===== src/rtl/gt_link_ctrl.sv =====
// Bring-up and supervision of P_LANES GT channels sharing one QPLL: QPLL reset, per-lane TX/RX resets, timeouts, retries.
// Latency: an asynchronous status change is acted on 2 cycles after arrival (synchroniser), outputs follow 1 cycle later.
// Backpressure: none; lanes simply wait in their current state until done/aligned arrive or a timeout fires.
module gt_link_ctrl #(
    parameter int P_LANES         = 2,
    parameter int P_QPLL_RST_CYC  = 16,
    parameter int P_LANE_RST_CYC  = 16,
    parameter int P_LOCK_TIMEOUT  = 4096,
    parameter int P_DONE_TIMEOUT  = 8192,
    parameter int P_ALIGN_TIMEOUT = 8192,
    parameter int P_CNT_W         = 16
) (
    input  logic                   i_sys_clk,
    input  logic                   i_sys_rst,
    input  logic                   i_qplllock,
    input  logic                   i_qpllrefclklost,
    output logic                   o_qpllreset,
    input  logic [P_LANES-1:0]     i_lane_reset,
    input  logic [P_LANES-1:0]     i_tx_done,
    input  logic [P_LANES-1:0]     i_rx_done,
    input  logic [P_LANES-1:0]     i_rx_aligned,
    output logic [P_LANES-1:0]     o_tx_reset,
    output logic [P_LANES-1:0]     o_rx_reset,
    output logic [P_LANES-1:0]     o_link_up,
    output logic                   o_all_up,
    output logic                   o_qpll_locked,
    output logic [8*P_LANES-1:0]   o_retry_cnt
);

    // Terminal counts; each state leaves on the cycle its counter shows the last value.
    localparam logic [P_CNT_W-1:0] QRST_LAST  = P_CNT_W'(P_QPLL_RST_CYC - 1);
    localparam logic [P_CNT_W-1:0] LRST_LAST  = P_CNT_W'(P_LANE_RST_CYC - 1);
    localparam logic [P_CNT_W-1:0] LOCK_LAST  = P_CNT_W'(P_LOCK_TIMEOUT - 1);
    localparam logic [P_CNT_W-1:0] DONE_LAST  = P_CNT_W'(P_DONE_TIMEOUT - 1);
    localparam logic [P_CNT_W-1:0] ALIGN_LAST = P_CNT_W'(P_ALIGN_TIMEOUT - 1);
    localparam logic [P_CNT_W-1:0] CNT_ONE    = P_CNT_W'(1);

    typedef enum logic [1:0] {
        Q_RESET,
        Q_WAIT_LOCK,
        Q_LOCKED
    } q_state_t;

    typedef enum logic [2:0] {
        L_IDLE,
        L_RESET,
        L_WAIT_DONE,
        L_WAIT_ALIGN,
        L_RX_RST,
        L_UP
    } l_state_t;

    // ------------------------------------------------------------------
    // Two-flop synchronisers for every asynchronous status input
    // ------------------------------------------------------------------
    logic               lock_meta, lock_sync;
    logic               lost_meta, lost_sync;
    logic [P_LANES-1:0] tx_done_meta, tx_done_sync;
    logic [P_LANES-1:0] rx_done_meta, rx_done_sync;
    logic [P_LANES-1:0] aligned_meta, aligned_sync;

    // Bring GT-domain status into the controller clock domain.
    always_ff @(posedge i_sys_clk or posedge i_sys_rst) begin
        if (i_sys_rst) begin
            lock_meta    <= 1'b0;
            lock_sync    <= 1'b0;
            lost_meta    <= 1'b0;
            lost_sync    <= 1'b0;
            tx_done_meta <= '0;
            tx_done_sync <= '0;
            rx_done_meta <= '0;
            rx_done_sync <= '0;
            aligned_meta <= '0;
            aligned_sync <= '0;
        end else begin
            lock_meta    <= i_qplllock;
            lock_sync    <= lock_meta;
            lost_meta    <= i_qpllrefclklost;
            lost_sync    <= lost_meta;
            tx_done_meta <= i_tx_done;
            tx_done_sync <= tx_done_meta;
            rx_done_meta <= i_rx_done;
            rx_done_sync <= rx_done_meta;
            aligned_meta <= i_rx_aligned;
            aligned_sync <= aligned_meta;
        end
    end

    // ------------------------------------------------------------------
    // Common (QPLL) FSM
    // ------------------------------------------------------------------
    q_state_t           q_state;
    logic [P_CNT_W-1:0] q_cnt;
    logic               q_drop;
    logic               q_up;

    // Loss of lock or reference while locked; lanes react in the same cycle the common FSM does.
    assign q_drop = (q_state == Q_LOCKED) && (!lock_sync || lost_sync);
    // Lanes may only run while the QPLL is locked and staying locked.
    assign q_up   = (q_state == Q_LOCKED) && !q_drop;

    // QPLL reset pulse, lock wait with timeout, and lock supervision.
    always_ff @(posedge i_sys_clk or posedge i_sys_rst) begin
        if (i_sys_rst) begin
            q_state       <= Q_RESET;
            q_cnt         <= '0;
            o_qpllreset   <= 1'b1;
            o_qpll_locked <= 1'b0;
        end else begin
            case (q_state)
                Q_RESET: begin
                    if (q_cnt == QRST_LAST) begin
                        q_state     <= Q_WAIT_LOCK;
                        q_cnt       <= '0;
                        o_qpllreset <= 1'b0;
                    end else begin
                        q_cnt <= q_cnt + CNT_ONE;
                    end
                end
                Q_WAIT_LOCK: begin
                    if (lock_sync) begin
                        q_state       <= Q_LOCKED;
                        q_cnt         <= '0;
                        o_qpll_locked <= 1'b1;
                    end else if (q_cnt == LOCK_LAST) begin
                        q_state     <= Q_RESET;
                        q_cnt       <= '0;
                        o_qpllreset <= 1'b1;
                    end else begin
                        q_cnt <= q_cnt + CNT_ONE;
                    end
                end
                Q_LOCKED: begin
                    if (q_drop) begin
                        q_state       <= Q_RESET;
                        q_cnt         <= '0;
                        o_qpllreset   <= 1'b1;
                        o_qpll_locked <= 1'b0;
                    end
                end
                default: begin
                    q_state       <= Q_RESET;
                    q_cnt         <= '0;
                    o_qpllreset   <= 1'b1;
                    o_qpll_locked <= 1'b0;
                end
            endcase
        end
    end

    // ------------------------------------------------------------------
    // Per-lane FSMs
    // ------------------------------------------------------------------
    for (genvar g = 0; g < P_LANES; g++) begin : gen_lane
        l_state_t           state;
        logic [P_CNT_W-1:0] cnt;
        logic [7:0]         retry;
        logic               tx_rst;
        logic               rx_rst;
        logic               up;
        logic               done_ok;

        assign done_ok = tx_done_sync[g] & rx_done_sync[g];

        // Lane sequencing; QPLL loss beats manual restart, which beats every lane-local event.
        always_ff @(posedge i_sys_clk or posedge i_sys_rst) begin
            if (i_sys_rst) begin
                state  <= L_IDLE;
                cnt    <= '0;
                retry  <= '0;
                tx_rst <= 1'b1;
                rx_rst <= 1'b1;
                up     <= 1'b0;
            end else if (!q_up) begin
                state  <= L_IDLE;
                cnt    <= '0;
                tx_rst <= 1'b1;
                rx_rst <= 1'b1;
                up     <= 1'b0;
            end else if (i_lane_reset[g] && (state != L_IDLE)) begin
                state  <= L_RESET;
                cnt    <= '0;
                tx_rst <= 1'b1;
                rx_rst <= 1'b1;
                up     <= 1'b0;
            end else begin
                case (state)
                    L_IDLE: begin
                        state  <= L_RESET;
                        cnt    <= '0;
                        tx_rst <= 1'b1;
                        rx_rst <= 1'b1;
                    end
                    L_RESET: begin
                        if (cnt == LRST_LAST) begin
                            state  <= L_WAIT_DONE;
                            cnt    <= '0;
                            tx_rst <= 1'b0;
                            rx_rst <= 1'b0;
                        end else begin
                            cnt <= cnt + CNT_ONE;
                        end
                    end
                    L_WAIT_DONE: begin
                        if (done_ok) begin
                            state <= L_WAIT_ALIGN;
                            cnt   <= '0;
                        end else if (cnt == DONE_LAST) begin
                            state  <= L_RESET;
                            cnt    <= '0;
                            tx_rst <= 1'b1;
                            rx_rst <= 1'b1;
                            if (retry != 8'hFF) retry <= retry + 8'd1;
                        end else begin
                            cnt <= cnt + CNT_ONE;
                        end
                    end
                    L_WAIT_ALIGN: begin
                        if (aligned_sync[g]) begin
                            state <= L_UP;
                            cnt   <= '0;
                            up    <= 1'b1;
                        end else if (cnt == ALIGN_LAST) begin
                            // Alignment failures only need the receiver restarted.
                            state  <= L_RX_RST;
                            cnt    <= '0;
                            rx_rst <= 1'b1;
                            if (retry != 8'hFF) retry <= retry + 8'd1;
                        end else begin
                            cnt <= cnt + CNT_ONE;
                        end
                    end
                    L_RX_RST: begin
                        if (cnt == LRST_LAST) begin
                            state  <= L_WAIT_DONE;
                            cnt    <= '0;
                            rx_rst <= 1'b0;
                        end else begin
                            cnt <= cnt + CNT_ONE;
                        end
                    end
                    L_UP: begin
                        if (!done_ok) begin
                            state  <= L_RESET;
                            cnt    <= '0;
                            tx_rst <= 1'b1;
                            rx_rst <= 1'b1;
                            up     <= 1'b0;
                            if (retry != 8'hFF) retry <= retry + 8'd1;
                        end else if (!aligned_sync[g]) begin
                            // A lost comma is re-acquired without resetting the channel.
                            state <= L_WAIT_ALIGN;
                            cnt   <= '0;
                            up    <= 1'b0;
                        end
                    end
                    default: begin
                        state  <= L_IDLE;
                        cnt    <= '0;
                        tx_rst <= 1'b1;
                        rx_rst <= 1'b1;
                        up     <= 1'b0;
                    end
                endcase
            end
        end

        assign o_tx_reset[g]          = tx_rst;
        assign o_rx_reset[g]          = rx_rst;
        assign o_link_up[g]           = up;
        assign o_retry_cnt[8*g +: 8]  = retry;
    end

    // Aggregate link status, one cycle behind the per-lane flags.
    always_ff @(posedge i_sys_clk or posedge i_sys_rst) begin
        if (i_sys_rst) begin
            o_all_up <= 1'b0;
        end else begin
            o_all_up <= &o_link_up;
        end
    end

endmodule


===== config.mk =====
export PLATFORM = sky130hd
export DESIGN_NAME = gt_link_ctrl
export DESIGN_NICKNAME = d
export VERILOG_FILES = /design/src/rtl/gt_link_ctrl.sv
export SDC_FILE = /design/constraint.sdc
export NUM_CORES = 1
export LEC_CHECK = 0
export BUFFER_PORTS_ARGS = -buffer_cell sky130_fd_sc_hd__buf_2
export CAP_MARGIN = 20
export CORE_MARGIN = 1
export CORE_UTILIZATION = 46
export CTS_CLUSTER_SIZE = 24
export DETAILED_ROUTE_END_ITERATION = 10
export PLACE_DENSITY = 0.72
export SETUP_SLACK_MARGIN = 0.15
export SLEW_MARGIN = 20
export SYNTH_ARGS = -nofsm -noshare
export SYNTH_HDL_FRONTEND = slang
export SYNTH_SLANG_ARGS = --single-unit

===== constraint.sdc =====
create_clock -name i_sys_clk -period 2.95 [get_ports i_sys_clk]
set_input_delay 0.4425 -clock i_sys_clk [delete_from_list [all_inputs] [get_ports i_sys_clk]]
set_output_delay 0.4425 -clock i_sys_clk [all_outputs]
set_load 0.005 [all_outputs]

==> results of run 1 <==
[critical path: cells and delay by family, from the launching register on]
| kind | cells | cell delay [ns] |
|---|---|---|
| flip-flops | 1 | 0.41 |
| AND/OR/NAND/NOR | 2 | 0.73 |
| adder cells (fa/ha/maj) | 1 | 0.24 |
| AO/OA/AOI/OAI | 3 | 0.86 |
[per-layer routing]
layer / wire (um) / share of wire, % / up-vias / track usage (%)
li1: - / - / 2107 / -
met3: 538 / 4.7 / 21 / 3.62
met2: 5460 / 48 / 133 / 33.1
met1: 5200 / 45 / 2074 / 29.1
met5: 0 / 0 / - / 0
met4: 230 / 2.0 / 0 / 9.14
[path summary, 6_finish.rpt]
check                      startpoint  depth (start not counted)                    to
max reg2reg                  q_cnt[0]                          6             q_cnt[14]
min in group asynchronous   i_sys_rst                          2  gen_lane[0].retry[0]
max in group asynchronous   i_sys_rst                          3              o_all_up
min reg2reg                 lock_meta                          0             lock_sync
min                        i_qplllock                          1             lock_meta
max                          q_cnt[0]                          6             q_cnt[14]
[Yosys cell counts (7+ instances only)]
| cell | number | area [um^2] |
|---|---|---|
| a21oi_1 | 23 | 115 |
| and3_1 | 15 | 93.8 |
| clkbuf_1 | 16 | 60.1 |
| dfrtp_1 | 92 | 2300 |
| inv_1 | 17 | 63.8 |
| nand2_1 | 52 | 195 |
| nand3_1 | 32 | 160 |
| nand4_1 | 21 | 131 |
| nor2_1 | 38 | 143 |
| nor2b_1 | 7 | 43.8 |
| nor3_1 | 21 | 105 |
| nor4_1 | 13 | 81.3 |
| o211ai_1 | 7 | 52.6 |
| o21ai_0 | 26 | 130 |
| o31ai_1 | 9 | 67.6 |
| xnor2_1 | 18 | 158 |
| xor2_1 | 19 | 166 |
[state kept, by name, summed over array words and instances (netlist names), 2 cells and up]
name / flops
q_state: 2
aligned_meta: 2
aligned_sync: 2
gen_lane.state: 6
gen_lane.up: 2
gen_lane.tx_rst: 2
gen_lane.retry: 16
tx_done_meta: 2
q_cnt: 16
gen_lane.rx_rst: 2
gen_lane.cnt: 32
tx_done_sync: 2
rx_done_meta: 2
rx_done_sync: 2
[power breakdown]
group	internal (mW)	leakage, nW	switching, mW
combinational	0.135	1.14	0.185
clock	0.768	0.153	0.482
sequential	1.40	1.29	0.0789
total	2.30	2.58	0.747
[cell families (layout without fill, tap and decap cells)]
kind of cell	after synthesis	count (layout)	synth area share [%]
mux	6	6	1.20
simple gates	251	251	26.7
flops	97	97	45.9
xor+xnor	37	37	6.12
buf+inv	48	81	4.23
fa+ha+maj	5	5	1.18
compound gates	113	113	14.7
[stage by stage]
step                instance area [um^2]  std cells  total power, mW
finish                              5920        730             3.05
detailed placement                  5600        714             1.82
global placement                    5600        714             1.80
floorplan                           5300        557             1.72
CTS                                 5920        730             3.08
global route                        5920        730             3.19
[area by class of cell]
| class | instances | share of cell area [%] |
|---|---|---|
| repair buffers | 48 | 4.77 |
| multi-input cells | 412 | 44.6 |
| flip-flops and latches | 97 | 41.1 |
| clock buffers | 12 | 4.16 |
| well taps | 140 | 2.96 |
| inverters | 17 | 1.14 |
| clock inverters | 4 | 1.29 |
==> results_dict.tcl, run 1 <==
set metrics [dict create \
    critPathMaxFanout 11 \
    routabilityCongestion 0.912 \
    setup_ws_ns 0.584 \
    die_w_um 109 \
    cts_root_buf "clkbuf_16" \
    finalCriticalPeriod_ns 2.37 \
    mostFrequentLayoutCells "dfrtp_1 (92), nand2_1 (52), nor2_1 (38), buf_2 (36), nand3_1 (32)" \
    arrival_ns 2.58 \
    cp-end-kind "flip-flop" \
    syn_nets 574 \
    hold_violations 0 \
    routed_wirelength_mm 11.4 \
    rsz0062_at_grt "false" \
    tritoncts "yes" \
    cp_common_cell "a21o_1" \
    fp.dieArea_um2 12000 \
    cts_resized 0 \
    cts_setup_buffers 0 \
    max_cap_viol_count 0 \
    cts_buffer_depth 2 \
    wire_per_inst_um 15.7 \
    synthFlopType "dfrtp_1" \
    die_h_um 109 \
    slew_headroom_pct 47.0 \
    rrSetupSlack_ns 0.58 \
    grt_pass1_vias 4208 \
    power.static_leakage_nw 2.58 \
    start_kind "flip-flop" \
    cts_hold_buf 0 \
    setup_viol 0 \
    area_delta_synth_final_pct 11.8 \
    crit_required_ns 3.16 \
    final_util_pct 53.7 \
    portBuffers 36 \
    drc 0 \
    nets 602 \
    synthCells 557 \
    antenna_found_initial 0 \
    min_period_over_period_pct 80.2 \
    dp_slack_ns 0.590 \
    multi_input_area_um2 2640 \
    n_antenna_cell 0 \
    tightest_slew_ns 0.794 \
    synth_edf_count 0 \
    critical_path.max_stage_delay_ns 0.53 \
    grt_pass1_wl_mm 19.8 \
    worstPathCellList "ha_1, nand3_1, nor4_2, a21o_1, a21o_1, o21ai_0" \
    io_pins 37 \
    drive_gt1_share_pct 15.1 \
    core_region_area_um2 11000 \
    fill_cells 1000 \
    antenna_left 0 \
    initial_core_util_pct 48.0 \
    async_flop_share_pct 100 \
    cts_buffers 9 \
    syn_area_um2 5300 \
    hold_class "in -> reg" \
    status "finished clean" \
    powerDensity_nw_per_um2 515 \
    final_max_slew_viol_count 0 \
    fmax_mhz 423 \
    yosysSeqAreaShare_pct 45.9 \
    irDropWorstVdd_mv 0.291 \
    num_rows 38 \
    vias 4335 \
    cts_htree_levels 3 \
    vias_per_cell 5.94 \
    clk_latency_ns 0.34 \
    setup_tns_ns 0 \
    overflow 0 \
    drt_iter0_markers 259 \
    final_common_cell "dfrtp_1" \
    skew_ns 0.00517 \
    syn_avg_cell_area_um2 9.51 \
    critPathKind "reg -> reg" \
    seqCellArea_um2 2430 \
    hold_slack_ns 0.206 \
    synth.distinct_cells 70 \
    clk_pin_slew_ns 0.07 \
    slowest_stage "nor4_2" \
    synth_seq_cells 97 \
    dp_hpwl_mm 8.11 \
    drt-pass1-iter-count 5 \
    numClockSinks 97 \
    grt_max_degree 37 \
    yosysWarnings 0 \
    track_usage_pct 21.2 \
]
No activity file was read; power rests on OpenSTA's default activity.
==> inputs of run 2 (changes only) <==
--- a/config.mk
+++ b/config.mk
@@ -11,7 +11,7 @@
 export CORE_UTILIZATION = 46
 export CTS_CLUSTER_SIZE = 24
 export DETAILED_ROUTE_END_ITERATION = 10
-export PLACE_DENSITY = 0.72
+export PLACE_DENSITY = 0.69
 export SETUP_SLACK_MARGIN = 0.15
 export SLEW_MARGIN = 20
 export SYNTH_ARGS = -nofsm -noshare
==> constraint.sdc (replaced) <==
create_clock -name i_sys_clk -period 2.2 [get_ports i_sys_clk]
set_input_delay 0.33 -clock i_sys_clk [delete_from_list [all_inputs] [get_ports i_sys_clk]]
set_output_delay 0.33 -clock i_sys_clk [all_outputs]
set_load 0.005 [all_outputs]
==> run 2 against run 1 <==
Net effect:
- sequential share of layout area shrank 2.1 points
- count of clock-buffer cells in the layout shrank 2
- sequential power grew 33%
- routed wire length grew 4.4%
- utilization grew 3.0 points
- global-route usage grew 0.067 points
- critical endpoint is now gen_lane[1].retry[1]
- largest cell class unchanged
==> results_dict.tcl, run 2 (synthesized netlist as in run 1, its figures left out) <==
set metrics [dict create \
    drt_iter0_markers 267 \
    drive_gt1_share_pct 22.5 \
    overflow 0 \
    cts_buffers 9 \
    wire_per_inst_um 15.7 \
    nets 633 \
    cp-end-kind "flip-flop" \
    multi_input_area_um2 2730 \
    cts_htree_levels 3 \
    hold_class "in -> reg" \
    status "finished clean" \
    slew_headroom_pct 65.2 \
    n_antenna_cell 0 \
    timing.rr.start "gen_lane[1].state[0]" \
    switchingPower_mw 1.03 \
    numClockSinks 97 \
    grt_pass1_wl_mm 20.3 \
    skew_ns 0.00922 \
    irDropWorstVdd_mv 0.517 \
    dp_hpwl_mm 7.87 \
    arrival_ns 2.23 \
    fmax_mhz 498 \
    tightest_slew_ns 0.522 \
    tritoncts "yes" \
    initial_core_util_pct 48.0 \
    vias_per_cell 5.90 \
    crit_start "gen_lane[1].state[0]" \
    io_pins 37 \
    final_max_slew_viol_count 0 \
    powerDensity_nw_per_um2 661 \
    mostFrequentLayoutCells "dfrtp_1 (89), nand2_1 (52), buf_4 (39), nor2_1 (38), buf_2 (36)" \
    track_usage_pct 21.2 \
    crit_required_ns 2.43 \
    final_util_pct 56.7 \
    start_kind "flip-flop" \
    die_w_um 109 \
    final_common_cell "dfrtp_1" \
    portBuffers 36 \
    fill_cells 967 \
    num_rows 38 \
    hold_slack_ns 0.0912 \
    clk_pin_slew_ns 0.07 \
    antenna_found_initial 0 \
    setup_tns_ns 0 \
    largest_reg_flops 32 \
    drc 0 \
    routed_wirelength_mm 11.9 \
    worstHoldStart "i_qplllock" \
    intPower_mw 3.11 \
    rr_worst_depth 5 \
    setup_viol 0 \
    finalCriticalPeriod_ns 2.01 \
    area_delta_synth_final_pct 18.0 \
    p_clk_share_pct 41.3 \
    top_regs "gen_lane.cnt: 32 flops, gen_lane.retry: 16 flops, q_cnt: 16 flops" \
    cts_root_buf "clkbuf_16" \
    critPathMaxFanout 9 \
    rsz0062_at_grt "true" \
    fp.dieArea_um2 12000 \
    combPwrFrac_pct 11.0 \
    whs_endpoint "lock_meta" \
    cts_buffer_depth 2 \
    die_h_um 109 \
    grt_pass1_vias 4332 \
    largest_register "gen_lane.cnt" \
    max_cap_viol_count 0 \
    seqCellArea_um2 2440 \
    r2r-end "gen_lane[1].retry[1]" \
    p_sw_share_pct 24.9 \
    antenna_left 0 \
    clk_latency_ns 0.34 \
    critPathKind "reg -> reg" \
    holdPathStages 1 \
    power.static_leakage_nw 2.73 \
    vias 4493 \
    drt-pass1-iter-count 4 \
    p_seq_share_pct 47.7 \
    hold_violations 0 \
    rrSetupSlack_ns 0.19 \
    routabilityCongestion 0.931 \
    core_region_area_um2 11000 \
    grt_max_degree 98 \
    min_period_over_period_pct 91.3 \
]
-- run 2: cell count changes in the layout (fill, tap and decap cells not counted), moves of 3 or more --
cell,previous run,this run
dfrtp_1,92,89
dfrtp_2,0,3
nor3_1,21,18
buf_4,11,39
-- run 2: what timing repair did --
action,CTS,global route
gates resized for setup,3,25
setup endpoints to repair,15,52
cloned,0,0
buffers inserted,2,9
pin swaps,1,8
hold buffers,0,0
-- run 2: worst max-delay path by stage --
stage / to / slack [ns]
floorplan: gen_lane[1].state[0] / 0.16
global placement: gen_lane[0].rx_rst / 0.15
detailed placement: gen_lane[1].state[0] / 0.11
CTS: gen_lane[1].state[1] / 0.15
global route: q_cnt[13] / 0.11
finish: gen_lane[1].retry[1] / 0.19
-- run 2: power by group through the flow --
stage / logic (mW) / clock network [mW] / registers [mW]
after global placement: 0.425 / 0 / 2.00
after floorplan: 0.335 / 0 / 1.98
after detailed placement: 0.441 / 0 / 2.00
after CTS: 0.447 / 1.74 / 1.97
final: 0.455 / 1.71 / 1.97
after global routing: 0.514 / 1.81 / 1.99
-- run 2: routing by layer --
| layer | up-vias | GRT usage (%) | part of all wire (%) |
|---|---|---|---|
| met5 | - | 0 | 0 |
| met2 | 117 | 33.2 | 48 |
| li1 | 2161 | - | - |
| met1 | 2196 | 29.4 | 46 |
| met3 | 19 | 3.08 | 4.2 |
| met4 | 0 | 9.14 | 1.7 |
-- run 2: critical path, stage by stage, from the launching register on --
cell,delay [ns]
dfrtp_1,0.47
buf_4,0.20
or3b_2,0.49
a21o_1,0.26
nand3_1,0.14
mux2_2,0.34
-- run 2: area by class of cell --
type / count / area share (%)
clock buffer: 10 / 3.82
inverter: 17 / 1.08
tap: 140 / 2.80
clock inverter: 6 / 1.42
timing repair buffer: 79 / 8.32
sequential: 97 / 39.0
multi-input combinational: 412 / 43.6
-- run 2: metrics by stage --
step	instances	power (mW)	worst slack, ns	instance area [um^2]
2_1_floorplan	557	2.31	0.158	5310
3_3_place_gp	734	2.42	0.148	5760
3_5_place_dp	734	2.44	0.112	5760
4_1_cts	752	4.15	0.151	6110
5_1_grt	761	4.32	0.107	6250
6_report	761	4.13	0.191	6250
